===== src/rtl/uart_tx_dev_pkg.sv =====
// Shared constants for the uart_tx_dev slot: register offsets, STATUS bit positions
// and framer state encodings.
package uart_tx_dev_pkg;

    localparam logic [1:0] REG_DATA   = 2'd0;
    localparam logic [1:0] REG_STATUS = 2'd1;
    localparam logic [1:0] REG_CTRL   = 2'd2;
    localparam logic [1:0] REG_DIV    = 2'd3;

    localparam int unsigned STAT_EMPTY = 4;
    localparam int unsigned STAT_FULL  = 5;
    localparam int unsigned STAT_BUSY  = 6;
    localparam int unsigned STAT_OVF   = 7;

    localparam int unsigned CTRL_EN     = 0;
    localparam int unsigned CTRL_IRQ_EN = 1;

    localparam logic [1:0] ST_IDLE  = 2'd0;
    localparam logic [1:0] ST_START = 2'd1;
    localparam logic [1:0] ST_DATA  = 2'd2;
    localparam logic [1:0] ST_STOP  = 2'd3;

endpackage


===== src/rtl/uart_tx_fifo.sv =====
// Byte-wide synchronous FIFO; pushes when full and pops when empty are ignored.
module uart_tx_fifo #(
    parameter int unsigned FIFO_DEPTH = 4
) (
    input  logic                          clk,
    input  logic                          reset,
    input  logic                          push,
    input  logic [7:0]                    push_data,
    input  logic                          pop,
    output logic [7:0]                    pop_data,
    output logic                          full,
    output logic                          empty,
    output logic [$clog2(FIFO_DEPTH):0]   count
);

    localparam int unsigned AW = $clog2(FIFO_DEPTH);

    logic [7:0]    mem_q [FIFO_DEPTH];
    logic [AW-1:0] wr_ptr_q;
    logic [AW-1:0] rd_ptr_q;
    logic [AW:0]   count_q;
    logic          do_push;
    logic          do_pop;

    assign full     = (count_q == (AW+1)'(FIFO_DEPTH));
    assign empty    = (count_q == '0);
    assign count    = count_q;
    assign do_push  = push & ~full;
    assign do_pop   = pop & ~empty;
    assign pop_data = mem_q[rd_ptr_q];

    always_ff @(posedge clk) begin
        if (do_push) begin
            mem_q[wr_ptr_q] <= push_data;
        end
    end

    // Depth is a power of two, so the pointers wrap naturally.
    always_ff @(posedge clk or negedge reset) begin
        if (!reset) begin
            wr_ptr_q <= '0;
            rd_ptr_q <= '0;
            count_q  <= '0;
        end else begin
            if (do_push) begin
                wr_ptr_q <= wr_ptr_q + AW'(1);
            end
            if (do_pop) begin
                rd_ptr_q <= rd_ptr_q + AW'(1);
            end
            case ({do_push, do_pop})
                2'b10:   count_q <= count_q + (AW+1)'(1);
                2'b01:   count_q <= count_q - (AW+1)'(1);
                default: count_q <= count_q;
            endcase
        end
    end

endmodule


===== src/rtl/uart_tx_dev.sv =====
// Memory-mapped 8N1 serial transmitter: register decode, byte FIFO, framer and drain IRQ.
module uart_tx_dev
    import uart_tx_dev_pkg::*;
#(
    parameter int unsigned FIFO_DEPTH = 4,
    parameter int unsigned DIV_W      = 16,
    parameter int unsigned DIV_RESET  = 16
) (
    input  logic        clk,
    input  logic        reset,
    input  logic [31:2] Addr,
    input  logic        WE,
    input  logic [31:0] Din,
    output logic [31:0] Dout,
    output logic        IRQ,
    output logic        tx
);

    localparam int unsigned CW = $clog2(FIFO_DEPTH) + 1;

    logic             wr_data;
    logic             wr_ctrl;
    logic             wr_div;
    logic             en_q;
    logic             irq_en_q;
    logic             ovf_q;
    logic [DIV_W-1:0] div_q;
    logic             irq_q;
    logic             tx_q;
    logic             tx_d;

    logic [1:0]       state_q, state_d;
    logic [DIV_W-1:0] baud_q, baud_d;
    logic [2:0]       bit_q, bit_d;
    logic [7:0]       shift_q, shift_d;

    logic             fifo_pop;
    logic [7:0]       fifo_head;
    logic             fifo_full;
    logic             fifo_empty;
    logic [CW-1:0]    fifo_count;
    logic [31:0]      count_ext;
    logic [DIV_W-1:0] eff_div;
    logic [DIV_W-1:0] baud_load;
    logic             baud_done;
    logic             busy;
    logic             unused_bits;

    assign wr_data = WE && (Addr[3:2] == REG_DATA);
    assign wr_ctrl = WE && (Addr[3:2] == REG_CTRL);
    assign wr_div  = WE && (Addr[3:2] == REG_DIV);

    assign unused_bits = ^{Addr[31:4], Din};

    uart_tx_fifo #(
        .FIFO_DEPTH (FIFO_DEPTH)
    ) u_fifo (
        .clk       (clk),
        .reset     (reset),
        .push      (wr_data),
        .push_data (Din[7:0]),
        .pop       (fifo_pop),
        .pop_data  (fifo_head),
        .full      (fifo_full),
        .empty     (fifo_empty),
        .count     (fifo_count)
    );

    always_ff @(posedge clk or negedge reset) begin
        if (!reset) begin
            en_q     <= 1'b0;
            irq_en_q <= 1'b0;
            ovf_q    <= 1'b0;
            div_q    <= DIV_W'(DIV_RESET);
        end else begin
            if (wr_ctrl) begin
                en_q     <= Din[CTRL_EN];
                irq_en_q <= Din[CTRL_IRQ_EN];
                ovf_q    <= 1'b0;
            end else if (wr_data && fifo_full) begin
                ovf_q <= 1'b1;
            end
            if (wr_div) begin
                div_q <= Din[DIV_W-1:0];
            end
        end
    end

    // A zero divisor would stall the baud counter, so it behaves as one cycle per bit.
    assign eff_div   = (div_q == '0) ? DIV_W'(1) : div_q;
    assign baud_load = eff_div - DIV_W'(1);
    assign baud_done = (baud_q == '0);
    assign busy      = (state_q != ST_IDLE);

    always_comb begin
        state_d  = state_q;
        baud_d   = baud_q;
        bit_d    = bit_q;
        shift_d  = shift_q;
        fifo_pop = 1'b0;
        case (state_q)
            ST_IDLE: begin
                if (en_q && !fifo_empty) begin
                    fifo_pop = 1'b1;
                    shift_d  = fifo_head;
                    baud_d   = baud_load;
                    state_d  = ST_START;
                end
            end
            ST_START: begin
                if (baud_done) begin
                    baud_d  = baud_load;
                    bit_d   = 3'd0;
                    state_d = ST_DATA;
                end else begin
                    baud_d = baud_q - DIV_W'(1);
                end
            end
            ST_DATA: begin
                if (baud_done) begin
                    baud_d  = baud_load;
                    shift_d = {1'b0, shift_q[7:1]};
                    if (bit_q == 3'd7) begin
                        state_d = ST_STOP;
                    end else begin
                        bit_d = bit_q + 3'd1;
                    end
                end else begin
                    baud_d = baud_q - DIV_W'(1);
                end
            end
            ST_STOP: begin
                if (baud_done) begin
                    if (en_q && !fifo_empty) begin
                        fifo_pop = 1'b1;
                        shift_d  = fifo_head;
                        baud_d   = baud_load;
                        state_d  = ST_START;
                    end else begin
                        state_d = ST_IDLE;
                    end
                end else begin
                    baud_d = baud_q - DIV_W'(1);
                end
            end
            default: state_d = ST_IDLE;
        endcase
    end

    // Line level follows the next state so tx comes straight from a flop.
    always_comb begin
        tx_d = 1'b1;
        if (state_d == ST_START) begin
            tx_d = 1'b0;
        end else if (state_d == ST_DATA) begin
            tx_d = shift_d[0];
        end
    end

    always_ff @(posedge clk or negedge reset) begin
        if (!reset) begin
            state_q <= ST_IDLE;
            baud_q  <= '0;
            bit_q   <= '0;
            shift_q <= '0;
            tx_q    <= 1'b1;
            irq_q   <= 1'b0;
        end else begin
            state_q <= state_d;
            baud_q  <= baud_d;
            bit_q   <= bit_d;
            shift_q <= shift_d;
            tx_q    <= tx_d;
            irq_q   <= irq_en_q & fifo_empty & ~busy;
        end
    end

    assign tx  = tx_q;
    assign IRQ = irq_q;

    assign count_ext = 32'(fifo_count);

    always_comb begin
        Dout = '0;
        case (Addr[3:2])
            REG_STATUS: begin
                Dout[3:0]        = count_ext[3:0];
                Dout[STAT_EMPTY] = fifo_empty;
                Dout[STAT_FULL]  = fifo_full;
                Dout[STAT_BUSY]  = busy;
                Dout[STAT_OVF]   = ovf_q;
            end
            REG_CTRL: begin
                Dout[CTRL_EN]     = en_q;
                Dout[CTRL_IRQ_EN] = irq_en_q;
            end
            REG_DIV: Dout[DIV_W-1:0] = div_q;
            default: Dout = '0;
        endcase
    end

endmodule


===== config.mk =====
export PLATFORM = sky130hd
export DESIGN_NAME = uart_tx_dev
export DESIGN_NICKNAME = d
export VERILOG_FILES = /design/src/rtl/uart_tx_dev_pkg.sv /design/src/rtl/uart_tx_fifo.sv /design/src/rtl/uart_tx_dev.sv
export SDC_FILE = /design/constraint.sdc
export NUM_CORES = 1
export LEC_CHECK = 0
export CAP_MARGIN = 5
export CORE_ASPECT_RATIO = 2
export CORE_UTILIZATION = 55
export DETAILED_ROUTE_END_ITERATION = 8
export GPL_ROUTABILITY_DRIVEN = 1
export PLACE_DENSITY = 0.88
export RECOVER_POWER = 25
export REMOVE_ABC_BUFFERS = 1
export SYNTH_ARGS = -nofsm -noshare
export SYNTH_HDL_FRONTEND = slang
export SYNTH_SLANG_ARGS = --single-unit
export TNS_END_PERCENT = 1

===== constraint.sdc =====
create_clock -name clk -period 7 [get_ports clk]
set_clock_uncertainty 0.1 [all_clocks]
set_input_delay 1.4 -clock clk [delete_from_list [all_inputs] [get_ports clk]]
set_output_delay 1.4 -clock clk [all_outputs]
set_load 0.01 [all_outputs]

Yosys cells after proc, flatten, opt, wreduce, memory -nomap -nowiden --
Memory sizes are Yosys's and may differ from the RTL's. Cells that the tools add are included.
Cells by class: add/subtract/negate cells 7, multipliers 0, divide/modulo/power cells 0, order comparisons 0, eq/ne operators 16, shift-type cells 0, multiplexer cells 33, bitwise operators 7, reduce and logical (&&, ||, !) cells 19
Operators with widths (count):
- $mux 16 | 4
- $pmux 16 s3 | 1
- $logic_not 16->1 | 2
- $mux 8 | 4
- $sub 16x1->16 const B | 2
- $pmux 8 s3 | 1
- $eq 2x2->1 const B | 6
- $pmux 3 s2 | 2
- $pmux 6 s2 | 1
- $mux 2 | 5
- $mux 1 | 9
- $mux 3 | 3
- $eq 2x1->1 const B | 4
- $ne 2x2->1 const B | 4
- $pmux 2 s4 | 1
- $reduce_bool 2->1 | 4
- $add 3x1->3 const B | 2
- $eq 3x3->1 const B | 2
- $pmux 2 s3 | 1
- $logic_and 1x1->1 | 5
- $add 2x1->2 const B | 2
- $and 1x1->1 | 4
- $logic_not 2->1 | 2
- $reduce_and 4->1 | 1
- other kinds (8) | 10
Word-level totals: bits in registers 57, bits in latches 0, memory bits (writable) 32, bits in read-only memories 0, input bits 65, word-level logic and storage cells 97, memories kept 1
Memory list:
- u_fifo.mem_q | depth 4, width 8, rd ports 1, clocked after Yosys merged registers in 0, wr ports 1, RTL line uart_tx_fifo.sv:18 | logic [7:0] mem_q [FIFO_DEPTH];

Longest topological paths before layout --
Gate-level depths: netlist (run 1).
depth after elaboration 9, mapped depth 13, depth with buffers taken out 12

Hierarchy --
From an unflattened synthesis (run 1), not the netlist that was laid out.
Unflattened totals: cells, all modules 513, area, all modules 5401.4 µm²
Modules (own cells, without submodules):
- uart_tx_dev | instances 1, cells each 433, area an instance 3809.9 µm²
- uart_tx_fifo | instances 1, cells each 80, area an instance 1591.5 µm²

Least setup slack after synthesis (run 1) --
Ideal clock, no wire load.
kind input port to output port, from input Addr[3] (netlist name), to output Dout[0], arrival 2.286 ns, slack 3.214 ns, stages 4, cell sequence clkbuf_1 clkbuf_1 o21ai_0 a22o_1
Between the ends: longest elaborated chain between the ends 2, elaborated cells on any way between the ends 4, those cells by class eq/ne: 3; mux: 1
Ends and longest elaborated chain:
- start: declaration | RTL line uart_tx_dev.sv:11 | input logic [31:2] Addr,
- $eq 2x2->1 or $eq 2x1->1 (tied branches) | RTL line uart_tx_dev.sv:185 | case (Addr[3:2])
- $pmux 2 s3 * | RTL line uart_tx_dev.sv:185
- end: declaration | RTL line uart_tx_dev.sv:14 | output logic [31:0] Dout,
Mark *: on every way between the ends. The rest lies on a longest branch, timed or not.

Worst setup path after layout (run 1) --
from input Addr[3] (netlist name), to output Dout[4]
Between the ends: longest elaborated chain between the ends 2, elaborated cells on any way between the ends 3, those cells by class eq/ne: 2; mux: 1
Ends and longest elaborated chain (RTL line):
- $eq 2x2->1 or $eq 2x1->1 (tied branches) | uart_tx_dev.sv:185
- $pmux 6 s2 * | uart_tx_dev.sv:185
Marked as above.

==> reports/qor.log, run 1 <==
[detailed_routing] First-pass DRT Iterations 5
[critical_path] Worst Path Class, Setup primary input to output pin
[final_layout] ratio of cells with drive above 1 in the final layout 12.3%
[detailed_routing] DRC marker count from the first detailed-route iteration 333
[detailed_routing] number of nets still failing antenna checks after routing 0
[timing] Hold Vio Cnt, Final 0
[grt] antenna violations before repair 0
[yosys] Seq/Total Area, Yosys 44.9%
[clock_network] total CTS buffers 9
[final_layout] final standard cell count with taps included and fillers excluded 655
[clock_network] root buffer cell sky130_fd_sc_hd__clkbuf_16
[yosys] post-synthesis register bit count 89
[clock_network] Clock Pin Slew Worst Setup and Hold Paths 0.07 ns
[yosys] primary flip-flop cell chosen by synthesis mapping sky130_fd_sc_hd__dfrtp_1
[critical_path] worst endpoint data arrival time 3.39 ns
[final_layout] number of nets in the finished design 626
[yosys] Mapped Avg Cell Area 10.2 sq um
[clock_network] H-tree levels 3
[detailed_routing] drt via density 6.38
[yosys] mux cell area share after synthesis 8.13%
[yosys] synthesized-area fraction occupied by ao, oa, aoi and oai cells 15.5%
[detailed_routing] final routed wire length divided by cell count 19.1 microns
[timing] aggregate negative setup slack 0 ns
[timing] relative slew slack -111%
[timing] Worst Max-Slew Pin Slew 3.16 ns
[clock_network] Max Root-Sink Buffers 2
[grt] number of global-route vias before repair 4297
[run] number of maximum-capacitance constraint violations 1
[yosys] largest family of logic cells by synthesized area simple AND/OR/NAND/NOR gates
[timing] total count of max-transition violations in the final report 58
[placed_design] gp weighted congestion 0.868
[power] static leakage power 0.00230 uW
[timing] post-layout worst setup margin 2.11 ns
[yosys] number of enable-type register cells in the synthesized netlist 32
[final_layout] Util after Layout 63.6%
[placed_design] port bufs 38
[detailed_routing] DRC violation count after routing 0
[grt] first-pass GRT wire length 20300 microns
[placed_design] final HPWL from detailed placement 8910 microns
[timing] final setup violation count 0
[critical_path] required time reported for the critical path endpoint 5.50 ns
[yosys] fraction of synthesized cell area in xor and xnor cells 4.11%
[final_layout] synth-to-layout area growth 12.1%
[placed_design] dpl ws 2.14 ns
[floorplan] die outline width 71.6 microns
[timing] post-layout min period 4.89 ns
[placed_design] number of instances in the placed design 639
[min_path] type of the most critical hold path flip-flop to flip-flop
[critical_path] nature of the critical path startpoint primary input
[clock_network] CTS tree done
[final_layout] antenna diode count 0
[floorplan] initial core utilization 56.7%
[yosys] number of distinct library cells after synthesis 75
[yosys] post-synthesis simple-gate area fraction 17.7%
[clock_network] CTS Hold Bufs 0
[timing] f_max 205 MHz
[floorplan] Chip Height 141 microns
[clock_network] sink count of the clock tree 89
[floorplan] floorplan die area 0.0101 sq mm
[yosys] post-synthesis async set-or-reset flop share 64.0%
[timing] fraction of the cycle the final worst path needs 69.9%
[clock_network] clock latency on the worst-skew pair 0.35 ns
[critical_path] kind of capture point of the worst setup path output pin
[timing] RSZ-0062 raised after global routing false
[yosys] post-synthesis instance area 0.00533 sq mm
[status] violated checks max-capacitance violations, max-slew violations
[yosys] post-synthesis adder-cell area fraction 3.67%
[critical_path] top fanout value on the critical path 25
[floorplan] Cell Rows 50
[yosys] gate count of the mapped netlist 522
[clock_network] Post-CTS Repair Setup Buffers 0
[grt] largest net degree at the start of global routing 58
[yosys] Synthesis Warnings 0
[detailed_routing] total wire length 12500 microns
[power] maximum resistive drop on vdd 312 uV
[power] power per standard cell area 370 mW/mm^2
[detailed_routing] number of vias after detailed routing 4182
[status] status finished with violations
[floorplan] floorplan core area 0.00938 sq mm
[final_layout] number of fill cells 687
[floorplan] boundary pin count 99
[grt] overall track demand over capacity in global routing 26.2%
[grt] total congestion overflow 0
[clock_network] Post-CTS Resized 0
[critical path: stages]
cell                              delay (ns)
sky130_fd_sc_hd__clkdlybuf4s50_1        0.81
sky130_fd_sc_hd__nor4_1                 0.42
sky130_fd_sc_hd__a21oi_1                0.08
sky130_fd_sc_hd__nor2b_1                0.14
sky130_fd_sc_hd__clkdlybuf4s50_1        0.54
[metrics by stage]
step                power, uW  instance area (sq um)  hold slack (ns)
CTS                      2200                   5970            0.429
detailed placement       1700                   5670            0.413
global placement         1640                   5670            0.396
finish                   2210                   5970            0.428
floorplan                1430                   5130            0.372
global route             2320                   5970            0.453
[registers in the layout (all words and copies together), names as in the netlist]
| register | count |
|---|---|
| IRQ | 1 |
| baud_q | 16 |
| bit_q | 3 |
| div_q | 16 |
| en_q | 1 |
| irq_en_q | 1 |
| ovf_q | 1 |
| shift_q | 8 |
| state_q | 2 |
| tx | 1 |
| u_fifo.count | 3 |
| u_fifo.mem_q | 32 |
| u_fifo.rd_ptr_q | 2 |
| u_fifo.wr_ptr_q | 2 |
[final timing paths]
path                                      start                     endpoint  slack, ns  depth (start not counted)
max in group asynchronous                 reset         div_q[1]$_DFFE_PN0P_       2.92                          2
min                        bit_q[2]$_DFFE_PN0P_         bit_q[2]$_DFFE_PN0P_       0.43                          2
max                                     Addr[3]                      Dout[4]       2.11                          5
max reg2reg                state_q[0]$_DFF_PN0_  u_fifo.count[2]$_DFFE_PN0P_       3.01                         11
min in group asynchronous                 reset         baud_q[13]$_DFF_PN0_       2.08                          2
min reg2reg                bit_q[2]$_DFFE_PN0P_         bit_q[2]$_DFFE_PN0P_       0.43                          2
[synthesized netlist by cell type (4+ instances only)]
| cell | instances | share of area [%] |
|---|---|---|
| sky130_fd_sc_hd__nand2_1 | 57 | 4.0 |
| sky130_fd_sc_hd__dfrtp_1 | 55 | 26 |
| sky130_fd_sc_hd__a21oi_1 | 40 | 3.8 |
| sky130_fd_sc_hd__nor2_1 | 39 | 2.7 |
| sky130_fd_sc_hd__edfxtp_1 | 32 | 18 |
| sky130_fd_sc_hd__clkbuf_1 | 20 | 1.4 |
| sky130_fd_sc_hd__o21ai_0 | 20 | 1.9 |
| sky130_fd_sc_hd__mux2_2 | 18 | 3.8 |
| sky130_fd_sc_hd__inv_1 | 17 | 1.2 |
| sky130_fd_sc_hd__xor2_1 | 17 | 2.8 |
| sky130_fd_sc_hd__buf_4 | 16 | 2.3 |
| sky130_fd_sc_hd__ha_1 | 14 | 3.3 |
| sky130_fd_sc_hd__nor3_1 | 14 | 1.3 |
| sky130_fd_sc_hd__and3_1 | 11 | 1.3 |
| sky130_fd_sc_hd__nand3_1 | 9 | 0.85 |
| sky130_fd_sc_hd__mux4_2 | 8 | 3.4 |
| sky130_fd_sc_hd__nor2b_1 | 8 | 0.94 |
| sky130_fd_sc_hd__o21ai_1 | 8 | 0.75 |
| sky130_fd_sc_hd__xnor2_1 | 8 | 1.3 |
| sky130_fd_sc_hd__and2_1 | 7 | 0.82 |
| sky130_fd_sc_hd__buf_2 | 6 | 0.56 |
| sky130_fd_sc_hd__o31ai_1 | 6 | 0.85 |
| sky130_fd_sc_hd__a211oi_1 | 5 | 0.70 |
| sky130_fd_sc_hd__mux2i_1 | 5 | 0.94 |
| sky130_fd_sc_hd__nor4_1 | 5 | 0.59 |
| sky130_fd_sc_hd__nor3b_1 | 4 | 0.56 |
| sky130_fd_sc_hd__o211ai_1 | 4 | 0.56 |
| sky130_fd_sc_hd__or3_1 | 4 | 0.47 |
[cells in the final DEF (no fill, tap or decap), types with 3 or more instances in the layout]
| master | n |
|---|---|
| sky130_fd_sc_hd__nand2_1 | 57 |
| sky130_fd_sc_hd__dfrtp_1 | 55 |
| sky130_fd_sc_hd__a21oi_1 | 40 |
| sky130_fd_sc_hd__nor2_1 | 39 |
| sky130_fd_sc_hd__clkdlybuf4s50_1 | 35 |
| sky130_fd_sc_hd__edfxtp_1 | 32 |
| sky130_fd_sc_hd__o21ai_0 | 20 |
| sky130_fd_sc_hd__mux2_2 | 18 |
| sky130_fd_sc_hd__inv_1 | 17 |
| sky130_fd_sc_hd__xor2_1 | 17 |
| sky130_fd_sc_hd__conb_1 | 16 |
| sky130_fd_sc_hd__nor3_1 | 14 |
| sky130_fd_sc_hd__ha_1 | 14 |
| sky130_fd_sc_hd__and3_1 | 11 |
| sky130_fd_sc_hd__nand3_1 | 9 |
| sky130_fd_sc_hd__clkbuf_16 | 9 |
| sky130_fd_sc_hd__nor2b_1 | 8 |
| sky130_fd_sc_hd__xnor2_1 | 8 |
| sky130_fd_sc_hd__mux4_2 | 8 |
| sky130_fd_sc_hd__o21ai_1 | 8 |
| sky130_fd_sc_hd__and2_1 | 7 |
| sky130_fd_sc_hd__o31ai_1 | 6 |
| sky130_fd_sc_hd__nor4_1 | 5 |
| sky130_fd_sc_hd__mux2i_1 | 5 |
| sky130_fd_sc_hd__a211oi_1 | 5 |
| sky130_fd_sc_hd__nor3b_1 | 4 |
| sky130_fd_sc_hd__o211ai_1 | 4 |
| sky130_fd_sc_hd__or3_1 | 4 |
| sky130_fd_sc_hd__nor4_4 | 3 |
| sky130_fd_sc_hd__a22o_1 | 3 |
| sky130_fd_sc_hd__o22ai_1 | 3 |
| sky130_fd_sc_hd__inv_8 | 3 |
| sky130_fd_sc_hd__buf_4 | 3 |
[layer usage]
layer / vias up / wire length, microns / track usage [%]
met5: - / 0 / 0
li1: 1910 / - / -
met1: 2030 / 4400 / 27.2
met4: 0 / 512 / 16.0
met2: 197 / 7030 / 47.9
met3: 45 / 537 / 4.15
[kinds of logic (layout without fill, tap and decap cells)]
kind of cell               after synthesis  in the layout
AOI/OAI and AO/OA                      121            121
xor gates and xnor gates                25             25
adders and majority gates               15             15
buffers and inverters                   62             76
DFF                                     89             89
muxes                                   31             31
other                                    1             16
and+or+nand+nor                        178            178
[area by class of cell]
cell class                 instances  area [sq um]  share of cell area (%)
multi-input combinational        386          2680                    44.9
sequential                        89          2390                    40.1
timing repair buffer              43           405                    6.79
clock buffer                       9           225                    3.77
tap                              104           130                    2.18
clock inverter                     7          76.3                    1.28
inverter                          17          63.8                    1.07
[report_power, final]
| part | leakage [uW] | internal, uW | total, uW | switching [uW] |
|---|---|---|---|---|
| combinational | 0.00115 | 375 | 869 | 494 |
| clock | 0.000149 | 254 | 484 | 230 |
| sequential | 0.00100 | 667 | 854 | 187 |
No activity file was read; power rests on OpenSTA's default activity.
==> run 2: changes to the inputs <==
Settings changed: CORE_UTILIZATION 55 to 53, PLACE_DENSITY 0.88 to 0.86.
Clock period 7 ns to 4.8 ns, I/O delays scaled along.
==> run 2 against run 1 <==
  * The run still ends with max-capacitance violations, max-slew violations left
  * Routed wire length grew 2.0%
  * Die area grew 3.7%
  * Register-to-register slack lost 1.9 ns
  * Combinational power grew 44%
  * Sequential share of layout area shrank 0.28 points
  * Worst hold slack lost 0.013 ns
  * Critical path type unchanged
  * Largest power group is now sequential cells
==> reports/qor.log, run 2 (synthesis gave the netlist of run 1 again) <==
[placed_design] final HPWL from detailed placement 8810 microns
[clock_network] Clock Pin Slew Worst Setup and Hold Paths 0.07 ns
[timing] fraction of the cycle the final worst path needs 83.0%
[run] number of maximum-capacitance constraint violations 1
[critical_path] worst endpoint data arrival time 2.93 ns
[floorplan] Cell Rows 51
[detailed_routing] highest metal layer used by the detailed router met4
[timing] aggregate negative setup slack 0 ns
[detailed_routing] wire length on met3 683 microns
[final_layout] Largest register FFs 32
[power] power per standard cell area 534 mW/mm^2
[clock_network] clock latency on the worst-skew pair 0.35 ns
[floorplan] die outline width 72.9 microns
[grt] total congestion overflow 0
[clock_network] sink count of the clock tree 89
[status] violated checks max-capacitance violations, max-slew violations
[critical_path] nature of the critical path startpoint primary input
[clock_network] Max Root-Sink Buffers 2
[final_layout] number of nets in the finished design 627
[timing] total count of max-transition violations in the final report 58
[grt] number of global-route vias before repair 4249
[critical_path] Worst Path Class, Setup primary input to output pin
[detailed_routing] number of nets still failing antenna checks after routing 0
[final_layout] antenna diode count 0
[power] static leakage power 0.00231 uW
[grt] first-pass GRT wire length 20800 microns
[floorplan] initial core utilization 54.5%
[final_layout] synth-to-layout area growth 12.8%
[status] status finished with violations
[clock_network] root buffer cell sky130_fd_sc_hd__clkbuf_16
[placed_design] gp weighted congestion 0.890
[detailed_routing] drt via density 6.14
[final_layout] most common cell after layout, fill and taps aside sky130_fd_sc_hd__nand2_1
[final_layout] ratio of cells with drive above 1 in the final layout 12.7%
[timing] relative slew slack -111%
[timing] final setup violation count 0
[clock_network] Post-CTS Repair Setup Buffers 0
[timing] post-layout worst setup margin 0.815 ns
[final_layout] final standard cell count with taps included and fillers excluded 684
[grt] overall track demand over capacity in global routing 26.2%
[timing] f_max 251 MHz
[placed_design] dpl ws 0.827 ns
[placed_design] port bufs 38
[critical_path] required time reported for the critical path endpoint 3.74 ns
[detailed_routing] DRC marker count from the first detailed-route iteration 372
[critical_path] kind of capture point of the worst setup path output pin
[detailed_routing] DRC violation count after routing 0
[floorplan] Chip Height 144 microns
[detailed_routing] metal1 wirelength 4460 microns
[detailed_routing] final routed wire length divided by cell count 18.6 microns
[timing] Worst Max-Slew Pin Slew 3.16 ns
[final_layout] largest registers in the final layout u_fifo.mem_q: 32 flops, baud_q: 16 flops, div_q: 16 flops
[floorplan] floorplan core area 0.00976 sq mm
[clock_network] CTS tree done
[detailed_routing] total wire length 12700 microns
[critical_path] flop2flop setup slack 1.08 ns
[detailed_routing] routed wl met2 7030 microns
[final_layout] Largest Register u_fifo.mem_q
[grt] largest net degree at the start of global routing 58
[clock_network] total CTS buffers 9
[detailed_routing] First-pass DRT Iterations 5
[clock_network] H-tree levels 3
[timing] Hold Vio Cnt, Final 0
[detailed_routing] number of vias after detailed routing 4197
[final_layout] Util after Layout 61.5%
[timing] RSZ-0062 raised after global routing false
[min_path] type of the most critical hold path flip-flop to flip-flop
[grt] antenna violations before repair 0
[floorplan] floorplan die area 0.0105 sq mm
[placed_design] number of instances in the placed design 668
[clock_network] CTS Hold Bufs 0
[final_layout] highest-count cells in the layout ignoring fill and taps 57 x sky130_fd_sc_hd__nand2_1, 55 x sky130_fd_sc_hd__dfrtp_1, 40 x sky130_fd_sc_hd__a21oi_1
[floorplan] boundary pin count 99
[power] maximum resistive drop on vdd 410 uV
[clock_network] Post-CTS Resized 0
[timing] post-layout min period 3.99 ns
[critical_path] top fanout value on the critical path 25
[run 2: through the flow]
stage                     hold WS (ns)  instance area (sq um)  total power (uW)
after floorplan                  0.372                   5130              2090
after global placement           0.389                   5720              2400
after detailed placement         0.402                   5720              2470
after CTS                        0.418                   6010              3190
after global routing             0.442                   6010              3380
final                            0.415                   6010              3210
[run 2: worst paths after layout]
path                            cells past startpoint                          end                   start
max in group asynchronous                           2         div_q[2]$_DFFE_PN0P_                   reset
worst min register to register                      2       shift_q[3]$_DFFE_PN0P_  shift_q[3]$_DFFE_PN0P_
worst min-delay path                                2       shift_q[3]$_DFFE_PN0P_  shift_q[3]$_DFFE_PN0P_
min in group asynchronous                           2         baud_q[10]$_DFF_PN0_                   reset
worst max register to register                     12  u_fifo.count[2]$_DFFE_PN0P_     baud_q[0]$_DFF_PN0_
worst max-delay path                                5                      Dout[4]                 Addr[3]
[run 2: layer usage]
layer	up-vias	GRT usage, %
li1	1919	-
met1	2039	28.4
met2	193	46.7
met3	46	4.07
met4	0	16.4
met5	-	0
[run 2: power by group]
part	switching, uW	total (uW)	internal, uW
sequential	281	1250	973
combinational	703	1250	549
clock	330	700	370
total	1310	3210	1890
[run 2: cell type report]
| type | count | area (sq um) |
|---|---|---|
| fill | 738 | 3750 |
| inverter | 17 | 63.8 |
| timing repair buffer | 44 | 417 |
| clock buffer | 9 | 225 |
| clock inverter | 7 | 71.3 |
| tap | 132 | 165 |
| multi-input combinational | 386 | 2680 |
| sequential | 89 | 2390 |
[run 2: worst max-delay path, cell delays in order]
cell and delay (ns):
sky130_fd_sc_hd__clkdlybuf4s50_1 0.82, sky130_fd_sc_hd__nor4_1 0.40, sky130_fd_sc_hd__a21oi_1 0.07, sky130_fd_sc_hd__nor2b_1 0.14
sky130_fd_sc_hd__clkdlybuf4s50_1 0.54
==> run 3: changes to the inputs <==
Clock period 4.8 ns to 3.8 ns, I/O delays scaled along.
==> run 3 against run 2 <==
  * The run still ends with max-capacitance violations, max-slew violations left
  * Die area unchanged
  * Worst hold slack better by 0.013 ns
  * Design area grew 0.79%
  * Critical path type unchanged
  * Critical endpoint unchanged
==> reports/qor.log, run 3 (synthesis gave the netlist of run 1 again) <==
[power] P_sw 1680 uW
[clock_network] total CTS buffers 9
[detailed_routing] total wire length 13000 microns
[detailed_routing] highest metal layer used by the detailed router met4
[grt] number of global-route vias before repair 4395
[timing] final setup violation count 0
[clock_network] Clock Pin Slew Worst Setup and Hold Paths 0.07 ns
[final_layout] Largest Register u_fifo.mem_q
[critical_path] required time reported for the critical path endpoint 2.94 ns
[run] number of maximum-capacitance constraint violations 1
[final_layout] ratio of cells with drive above 1 in the final layout 13.6%
[final_layout] final standard cell area without fillers 0.00606 sq mm
[timing] post-layout min period 3.56 ns
[timing] Final Hold Slack 0.428 ns
[power] Power Total 4080 uW
[detailed_routing] final routed wire length divided by cell count 18.8 microns
[clock_network] CTS tree done
[power] maximum resistive drop on vdd 647 uV
[critical_path] Worst Path Class, Setup primary input to output pin
[timing] f_max 281 MHz
[timing] Worst Max-Slew Pin Slew 2.01 ns
[power] internal power of the cells 2400 uW
[timing] Hold Vio Cnt, Final 0
[grt] antenna violations before repair 0
[floorplan] initial core utilization 54.5%
[critical_path] worst endpoint data arrival time 2.70 ns
[floorplan] boundary pin count 99
[detailed_routing] drt via density 6.30
[detailed_routing] wire length on met3 735 microns
[timing] fraction of the cycle the final worst path needs 93.7%
[grt] overall track demand over capacity in global routing 27.1%
[power] power per standard cell area 674 mW/mm^2
[clock_network] H-tree levels 3
[timing] post-layout worst setup margin 0.238 ns
[final_layout] largest registers in the final layout u_fifo.mem_q: 32 flops, baud_q: 16 flops, div_q: 16 flops
[min_path] type of the most critical hold path flip-flop to flip-flop
[grt] total congestion overflow 0
[clock_network] Post-CTS Repair Setup Buffers 0
[detailed_routing] number of nets still failing antenna checks after routing 0
[floorplan] die outline width 72.9 microns
[status] status finished with violations
[timing] total count of max-transition violations in the final report 36
[floorplan] floorplan die area 0.0105 sq mm
[final_layout] highest-count cells in the layout ignoring fill and taps 57 x sky130_fd_sc_hd__nand2_1, 55 x sky130_fd_sc_hd__dfrtp_1, 40 x sky130_fd_sc_hd__a21oi_1
[detailed_routing] routed wl met2 7040 microns
[grt] first-pass GRT wire length 21500 microns
[critical_path] nature of the critical path startpoint primary input
[final_layout] Largest register FFs 32
[power] fraction of power consumed by the clock network 21.7%
[power] static leakage power 0.00234 uW
[placed_design] gp weighted congestion 0.876
[placed_design] standard cell area after detailed placement 0.00576 sq mm
[power] switching power as a share of total power 41.2%
[final_layout] synth-to-layout area growth 13.7%
[timing] aggregate negative setup slack 0 ns
[critical_path] top fanout value on the critical path 16
[detailed_routing] DRC violation count after routing 0
[clock_network] clock latency on the worst-skew pair 0.35 ns
[status] violated checks max-capacitance violations, max-slew violations
[final_layout] antenna diode count 0
[final_layout] number of nets in the finished design 633
[detailed_routing] DRC marker count from the first detailed-route iteration 377
[final_layout] most common cell after layout, fill and taps aside sky130_fd_sc_hd__nand2_1
[detailed_routing] First-pass DRT Iterations 5
[detailed_routing] metal1 wirelength 4530 microns
[floorplan] Chip Height 144 microns
[power] combinational fraction of design power 39.4%
[power] sequential power share 38.9%
[critical_path] kind of capture point of the worst setup path output pin
[grt] largest net degree at the start of global routing 36
[timing] relative slew slack -33.9%
[placed_design] dpl ws 0.382 ns
[placed_design] port bufs 38
[clock_network] CTS Hold Bufs 0
[clock_network] Post-CTS Resized 0
[detailed_routing] number of vias after detailed routing 4345
[floorplan] Cell Rows 51
[placed_design] final HPWL from detailed placement 9120 microns
[clock_network] root buffer cell sky130_fd_sc_hd__clkbuf_16
[clock_network] sink count of the clock tree 89
[timing] RSZ-0062 raised after global routing false
[floorplan] floorplan core area 0.00976 sq mm
[clock_network] Max Root-Sink Buffers 2
run 3: changes by cell type in the layout (fill, tap and decap cells not counted), sizes merged:
cell,previous run,this run
buf,6,12
run 3: metal layers:
metal  track usage [%]  up-vias
met5                 0        -
met4              18.5        0
li1                  -     1928
met1              28.8     2110
met2              48.1      252
met3              4.07       55
run 3: cell type report:
| type | count | area, sq um |
|---|---|---|
| clock buffer | 9 | 225 |
| timing repair buffer | 50 | 464 |
| clock inverter | 7 | 71.3 |
| sequential | 89 | 2390 |
| inverter | 17 | 63.8 |
| fill | 715 | 3710 |
| tap | 132 | 165 |
| multi-input combinational | 386 | 2680 |
run 3: power groups by stage:
| stage | registers (uW) | clock network (uW) | logic (uW) |
|---|---|---|---|
| after floorplan | 1500 | 0 | 1140 |
| after global placement | 1560 | 0 | 1480 |
| after detailed placement | 1580 | 0 | 1560 |
| after CTS | 1580 | 885 | 1590 |
| after global routing | 1620 | 925 | 1760 |
| final | 1590 | 886 | 1610 |
run 3: worst paths after layout:
path / end / cells after the start / from / slack [ns]
setup reg to reg: u_fifo.count[2]$_DFFE_PN0P_ / 12 / baud_q[0]$_DFF_PN0_ / 0.55
hold reg to reg: shift_q[7]$_DFFE_PN0P_ / 2 / shift_q[7]$_DFFE_PN0P_ / 0.43
hold / removal: shift_q[7]$_DFFE_PN0P_ / 2 / shift_q[7]$_DFFE_PN0P_ / 0.43
max in group asynchronous: div_q[4]$_DFFE_PN1P_ / 2 / reset / 1.42
min in group asynchronous: baud_q[10]$_DFF_PN0_ / 1 / reset / 0.87
setup / recovery: Dout[4] / 5 / Addr[3] / 0.24
run 3: per-stage QoR:
| stage | utilization [%] | std cells |
|---|---|---|
| 2_1_floorplan | - | 492 |
| 3_3_place_gp | 59.0 | 674 |
| 3_5_place_dp | 59.0 | 674 |
| 4_1_cts | 62.0 | 690 |
| 5_1_grt | 62.0 | 690 |
| 6_report | 62.0 | 690 |
run 3: worst max-delay path, stage by stage:
cell	delay (ns)
sky130_fd_sc_hd__clkdlybuf4s50_1	0.71
sky130_fd_sc_hd__nor4_1	0.45
sky130_fd_sc_hd__a21oi_1	0.09
sky130_fd_sc_hd__nor2b_1	0.15
sky130_fd_sc_hd__clkdlybuf4s50_1	0.55
